**config.mk**
```make
export PLATFORM = sky130hd
export DESIGN_NAME = popcount_datapath
export DESIGN_NICKNAME = d
export VERILOG_FILES = /design/src/rtl/popcount_datapath_pkg.sv /design/src/rtl/popcount_datapath.sv
export SDC_FILE = /design/constraint.sdc
export NUM_CORES = 1
export LEC_CHECK = 0
export CAP_MARGIN = 10
export CORE_UTILIZATION = 40
export CTS_CLUSTER_DIAMETER = 30
export DETAILED_ROUTE_END_ITERATION = 8
export MAX_ROUTING_LAYER = met4
export PLACE_DENSITY = 0.72
export SLEW_MARGIN = 40
export SYNTH_ARGS = -nofsm -noshare
export SYNTH_HDL_FRONTEND = slang
export SYNTH_SLANG_ARGS = --single-unit
```
**constraint.sdc**
```tcl
create_clock -name clk -period 1.3 [get_ports clk]
set_input_delay 0.26 -clock clk [delete_from_list [all_inputs] [get_ports clk]]
set_output_delay 0.26 -clock clk [all_outputs]
set_load 0.005 [all_outputs]
```
**src/rtl/popcount_datapath_pkg.sv**
```systemverilog
// popcount_datapath_pkg: shared width defaults and control FSM state encodings
package popcount_datapath_pkg;
  localparam int DEF_WIDTH = 8;
  function automatic int cnt_w(input int w);
    return $clog2(w + 1);
  endfunction
  typedef enum logic [2:0] {START, CHECK1, ADD, SHIFT, CHECK2, DONE} fsm_state_t;
endpackage

```
**src/rtl/popcount_datapath.sv**
```systemverilog
// popcount_datapath: operand/count registers driven by the ones-counting control FSM strobes
module popcount_datapath
  import popcount_datapath_pkg::*;
#(
  parameter int WIDTH = DEF_WIDTH,
  parameter int CNT_W = cnt_w(WIDTH)
) (
  input  logic             clk,
  input  logic             rst,
  input  logic [WIDTH-1:0] data_in,
  input  logic             in_valid,
  output logic             in_ready,
  output logic             init,
  input  logic             out_rst,
  input  logic             sft,
  input  logic             add,
  input  logic             done,
  output logic             a0,
  output logic             z,
  output logic [CNT_W-1:0] result,
  output logic             result_valid,
  input  logic             result_ack
);
  logic [WIDTH-1:0] a;
  logic [CNT_W-1:0] c;
  logic             busy;
  assign in_ready = ~busy & (~result_valid | result_ack);
  assign init     = busy;
  assign a0       = a[0];
  assign z        = |a;
  // later assignments win: a done capture overrides a coinciding ack
  always_ff @(posedge clk) begin
    if (rst) begin
      a            <= '0;
      c            <= '0;
      result       <= '0;
      busy         <= 1'b0;
      result_valid <= 1'b0;
    end else begin
      if (in_valid && in_ready) begin
        a    <= data_in;
        c    <= '0;
        busy <= 1'b1;
      end
      if (out_rst) c <= '0;
      if (add) c <= c + CNT_W'(1);
      if (sft) a <= a >> 1;
      if (result_ack) result_valid <= 1'b0;
      if (done && busy) begin
        result       <= c;
        result_valid <= 1'b1;
        busy         <= 1'b0;
      end
    end
  end
endmodule
```
==> metrics.md, run 1 <==
| Metric | Value |
|---|---|
| Leading area contributor after synthesis | `dfxtp_1` |
| Design area | `1420 sq um` |
| PortBufs | `24` |
| Critical Path RT | `1040 ps` |
| GRT overflow | `0` |
| Layout cells sized above 1 | `39.2%` |
| Placed cells | `163` |
| Via count of the first global-routing pass | `879` |
| Largest net degree at the start of global routing | `23` |
| Core Area | `2210 sq um` |
| Synthesis-to-finish area growth | `50.3%` |
| Syn Nets | `118` |
| Worst R2R Setup Slack | `110 ps` |
| Minimum clock period | `1360 ps` |
| Synth Cell Area | `945 sq um` |
| CTS Buffer Depth | `2` |
| Post-synth cell types | `29` |
| Most common cell after layout, fill and taps aside | `buf_4` |
| Htree depth | `1` |
| Vias | `919` |
| Commonest non-fill, non-tap cells in the layout | `19 x buf_4, 13 x clkdlybuf4s50_1, 9 x a21oi_1, 9 x dfxtp_2, 8 x dfxtp_1` |
| Syn_area_per_cell | `9.35 sq um` |
| First-pass GRT wire length | `3750 um` |
| CTS sink cnt | `18` |
| CP Launch Type | `flop` |
| Design Power | `1.26 mW` |
| Worst Path Arrival | `1100 ps` |
| Yosys top cell area share | `38.1%` |
| Synthesis warning total | `0` |
| Final Slew Violations | `0` |
| Clock-pin slew on the worst setup and hold paths | `110 ps` |
| # setup viols final | `1` |
| Nets | `161` |
| Worst setup margin | `-55.3 ps` |
| CTS Buf Count | `3` |
| Placed Area | `1310 sq um` |
| Crit path kind | `flop to output port` |
| Top FF cell, synth | `dfxtp_1` |
| Crit Path Max Fanout | `2` |
| Final Skew | `0.861 ps` |
| # diodes | `0` |
| Setup tns final | `-55.3 ps` |
| Power per Cell Area | `884 nW/um^2` |
| Remaining DRCs | `0` |
| Antenna-violating nets left | `0` |
| Leakage | `0.548 nW` |
| Hpwl dp | `1580 um` |
| Clock root buffer | `clkbuf_4` |
| Maxcap violations | `0` |
| Period utilisation layout | `104%` |
| Vias/cell | `5.37` |
| Hold_buf cts | `0` |
| Setup crit start | `a[3]` |
| Violated checks | `setup timing` |
| Post-synthesis sequential area ratio | `38.1%` |
| Largest stage delay, worst path | `350 ps` |
| Worst hold start | `result[3]` |
| Cell Count, Final, Fillers Out | `171` |
| Worst-Margin Slew | `327 ps` |
| IO Pins | `25` |
| Die X | `50.6 um` |
| Post-synth EDFFs | `0` |
| Fin. Hold Viols | `0` |
| Initial antenna violation count | `0` |
| Top cells by area, synth | `dfxtp_1 38%, a2111oi_2 11%, a211oi_1 6.4%, nor4_1 6.0%, a21oi_1 4.8%` |
| Status | `complete, but fails checks` |
| Reg2reg end | `a[3]` |
| Pre-Repair DR Iteration Count | `4` |
| RSZ-0062 raised after global routing | `true` |
| Synth Register Bits | `18` |
| Reg2Reg Depth | `4` |
| Post-layout util | `64.2%` |
| DR iter-0 viols | `8` |
| CP Cell Sequence | `nor4_4, nand2_1, buf_2` |
| CP max-delay cell | `dfxtp_2` |
| Initial core utilization | `42.7%` |
| Synth Instances | `101` |
| Critical Path End Type | `output port` |
| Max Fclk | `0.738 GHz` |
| Overall die height | `50.6 um` |
| Async S/R FF share, synth | `0%` |
| Routed WL | `2240 um` |
| Worst Hold Class | `flop to flop` |
| Row cnt | `17` |
| Worst-Skew Late Latency | `290 ps` |
| Avg WL per Cell | `13.1 um` |
| Die ar. | `2560 sq um` |
| Slew headroom | `78.0%` |
| Peak supply drop | `0.536 mV` |
| CTS tree | `yes` |
| Total GRT Usage | `19.8%` |
| Placer congestion estimate | `0.743` |
| CP endpoint | `z` |
| Worst R2R Start | `result_valid` |
[sequential cells by signal, indices dropped and copies added, names as in the netlist]
register      flops
a                 8
c                 4
result            4
init              1
result_valid      1
[timing repair]
item,4_1_cts,5_1_grt
cloned,0,1
gates resized for setup,25,14
setup buffers,1,2
pin swaps,1,4
setup endpoints to repair,16,12
[power breakdown]
group	internal, mW	switching (mW)	total, mW
clock	0.170	0.176	0.347
combinational	0.175	0.129	0.304
sequential	0.580	0.0245	0.605
total	0.926	0.329	1.26
[per-stage QoR]
stage / setup WS, ps / hold WS [ps]
final: -55.3 / 459
after global routing: -136 / 473
after CTS: -83.8 / 462
after detailed placement: -537 / 449
after global placement: -564 / 448
after floorplan: 172 / 396
[logic make-up after synthesis]
| group | Yosys count | share of synthesized area (%) |
|---|---|---|
| buffers and inverters | 16 | 11.3 |
| AND/OR/NAND/NOR | 35 | 21.9 |
| adder cells (fa/ha/maj) | 1 | 1.32 |
| AO/OA/AOI/OAI | 31 | 27.4 |
| flip-flops | 18 | 38.1 |
[metal layers]
metal	track usage (%)	share of wire [%]	up-vias	routed length, um
li1	-	-	466	-
met1	22.9	44	432	994
met2	32.9	52	19	1160
met3	3.94	3.2	2	72
met4	8.80	0.27	0	6
met5	-	0	-	0
[final cells by class]
cell class	count	area, sq um
Multi-Input combinational cell	68	524
Tap cell	28	35.0
Sequential cell	18	375
Fill cell	186	792
Inverter	7	26.3
Clock buffer	4	36.3
Timing Repair Buffer	46	423
[Yosys cell counts, drive strengths merged (2+ instances only)]
| master | n |
|---|---|
| buf | 6 |
| nor2 | 3 |
| clkbuf | 3 |
| nand3 | 7 |
| nand2 | 7 |
| nand2b | 4 |
| o211ai | 2 |
| a21oi | 9 |
| nor2b | 2 |
| dfxtp | 18 |
| nor4 | 9 |
| inv | 7 |
| a2111oi | 7 |
| a211oi | 8 |
| o21ai | 3 |
[worst max-delay path: cells and delay by family (launching register included)]
| family | cells | cell delay [ps] |
|---|---|---|
| and+or+nand+nor | 2 | 330 |
| DFF | 1 | 350 |
| buffers and inverters | 1 | 130 |
[how the worst min path moves through the flow]
stage,end,depth (start not counted)
after detailed placement,result[1],2
final,result[3],2
after global placement,result[2],2
after CTS,result[1],2
after floorplan,c[1],2
after global routing,result[3],2
(Power assumes the default switching activity.)
==> inputs of run 2 (changes only) <==
--- a/config.mk
+++ b/config.mk
@@ -6,6 +6,7 @@
 export NUM_CORES = 1
 export LEC_CHECK = 0
 export CAP_MARGIN = 10
+export CORE_ASPECT_RATIO = 0.6
 export CORE_UTILIZATION = 40
 export CTS_CLUSTER_DIAMETER = 30
 export DETAILED_ROUTE_END_ITERATION = 8
==> constraint.sdc (replaced) <==
create_clock -name clk -period 1.45 [get_ports clk]
set_input_delay 0.29 -clock clk [delete_from_list [all_inputs] [get_ports clk]]
set_output_delay 0.29 -clock clk [all_outputs]
set_load 0.005 [all_outputs]
==> run 2 against run 1 <==
  * The flow now finishes without violations
  * Combinational power fell by 22%
  * Cell count fell by 5.8%
  * Non-clock buffer count is 10 lower
  * Register-to-register slack better by 40 ps
  * Wire length up 1.6%
  * Sequential cell count is the same
  * Sequential power fell by 9.4%
  * Power is 10% lower
  * Global-route usage grew 1.0 points
  * Hold slack worse by 1.2 ps
  * Sequential share of layout area is 1.2 points higher
  * Highest routed layer unchanged
==> metrics.md, run 2 (synthesized netlist as in run 1, its figures left out) <==
| Metric | Value |
|---|---|
| Status | `finished, final reports clean` |
| Htree depth | `1` |
| Clock root buffer | `clkbuf_8` |
| Die X | `64.7 um` |
| Period utilisation layout | `96.1%` |
| Slew headroom | `72.1%` |
| # diodes | `0` |
| Initial core utilization | `43.0%` |
| Die ar. | `2570 sq um` |
| Post-layout util | `60.7%` |
| Vias/cell | `5.38` |
| Power per Cell Area | `847 nW/um^2` |
| Crit Path Max Fanout | `3` |
| Routed WL | `2270 um` |
| Reg2Reg Depth | `4` |
| Reg with most FFs | `a` |
| Max Fclk | `0.718 GHz` |
| Leakage | `0.482 nW` |
| CP max-delay cell | `clkdlybuf4s50_1` |
| Synthesis-to-finish area growth | `41.2%` |
| Critical Path End Type | `output port` |
| Largest stage delay, worst path | `500 ps` |
| PortBufs | `24` |
| Placer congestion estimate | `0.772` |
| Vias | `866` |
| Worst path bufs/invs | `1` |
| Design Power | `1.13 mW` |
| Max FFs per register | `8` |
| # setup viols final | `0` |
| Layout cells sized above 1 | `29.0%` |
| Worst path top cell family by delay | `buffers and inverters` |
| Avg WL per Cell | `14.1 um` |
| Setup crit start | `result_valid` |
| Maxcap violations | `0` |
| Most common cell after layout, fill and taps aside | `clkdlybuf4s50_1` |
| Peak supply drop | `0.443 mV` |
| CTS tree | `yes` |
| Hpwl dp | `1630 um` |
| Nets | `150` |
| Pre-Repair DR Iteration Count | `4` |
| Place WS | `-414 ps` |
| Worst Hold Class | `flop to flop` |
| Largest net degree at the start of global routing | `23` |
| Crit path kind | `flop to output port` |
| Worst-Skew Late Latency | `250 ps` |
| Remaining DRCs | `0` |
| DR iter-0 viols | `42` |
| Overall die height | `39.6 um` |
| WP depth | `1` |
| Placed cells | `157` |
| Filler instances | `191` |
| Initial antenna violation count | `0` |
| First-pass GRT wire length | `3700 um` |
| CTS sink cnt | `18` |
| Reg2reg end | `a[6]` |
| Commonest non-fill, non-tap cells in the layout | `19 x clkdlybuf4s50_1, 13 x dfxtp_1, 10 x buf_4, 9 x a21oi_1, 8 x a211oi_1` |
| CP Cell Sequence | `clkdlybuf4s50_1` |
| Worst R2R Setup Slack | `150 ps` |
| Final Slew Violations | `0` |
| Antenna-violating nets left | `0` |
| CTS Buf Count | `3` |
| Total GRT Usage | `20.8%` |
| GRT overflow | `0` |
| Clock-pin slew on the worst setup and hold paths | `60 ps` |
| IO Pins | `25` |
| Core Area | `2200 sq um` |
| Via count of the first global-routing pass | `808` |
| Minimum clock period | `1390 ps` |
| Fin. Hold Viols | `0` |
| Worst-Margin Slew | `415 ps` |
| Worst Path Arrival | `1100 ps` |
| Final Skew | `1.72 ps` |
| Row cnt | `13` |
| CP Launch Type | `flop` |
| CTS Buffer Depth | `2` |
| Critical Path RT | `1160 ps` |
| Worst R2R Start | `result_valid` |
| RSZ-0062 raised after global routing | `false` |
| Cell Count, Final, Fillers Out | `161` |
| Top flop regs | `a x8, c x4, result x4` |
| CP endpoint | `result_valid` |
| Worst setup margin | `57.2 ps` |
run 2: changes by cell type in the layout (fill, tap and decap cells not counted), sizes merged:
cell	delta
buf	-11
dlygate4sd2	-5
dlymetal6s2s	+1
clkdlybuf4s15	-2
nor2b	-1
clkdlybuf4s50	+6
run 2: worst min-delay path, cell delays in order, from the launching register on:
cell and delay [ps]:
dfxtp_1 310, nand2_1 50, a21oi_1 50
run 2: cell type report:
class / count / area, sq um / area share (%)
Sequential cell: 18 / 369 / 27.7
Clock buffer: 3 / 41.3 / 3.10
Multi-Input combinational cell: 67 / 510 / 38.3
Tap cell: 30 / 37.5 / 2.81
Inverter: 7 / 26.3 / 1.97
Timing Repair Buffer: 36 / 349 / 26.2
run 2: worst min-delay path by stage:
stage | from | endpoint | slack, ps | depth (start not counted)
2_1_floorplan | add | c[1] | 430 | 2
3_3_place_gp | result[0] | result[0] | 440 | 2
3_5_place_dp | result[2] | result[2] | 450 | 2
4_1_cts | result[2] | result[2] | 460 | 2
5_1_grt | result[0] | result[0] | 490 | 2
6_report | result[2] | result[2] | 460 | 2
run 2: report_power, final:
group	leakage [nW]	internal, mW	total (mW)	switching [mW]
Combinational	0.311	0.134	0.237	0.103
Clock	0.0216	0.185	0.345	0.161
Sequential	0.150	0.520	0.548	0.0274
Total	0.482	0.839	1.13	0.291
run 2: through the flow:
stage / instance area, sq um / setup TNS (ps) / hold slack, ps
after floorplan: 945 / 0 / 426
after global placement: 1250 / -2000 / 444
after detailed placement: 1250 / -2590 / 449
after CTS: 1320 / -23.8 / 462
after global routing: 1330 / 0 / 495
final: 1330 / 0 / 458
run 2: per-layer routing:
| metal | track usage, % | share of wire, % |
|---|---|---|
| met1 | 25.0 | 49 |
| met2 | 33.9 | 44 |
| met3 | 6.69 | 7.0 |
| met4 | 6.11 | 0.57 |
| met5 | - | 0 |
run 2: repair_timing:
item                                    in CTS  in global routing
hold buffers                                 0                  0
buffers inserted                             1                  0
endpoints found under the setup margin       5                  7
pin swaps                                    2                  2
gates resized for setup                     14                  8
gates cloned                                 0                  0
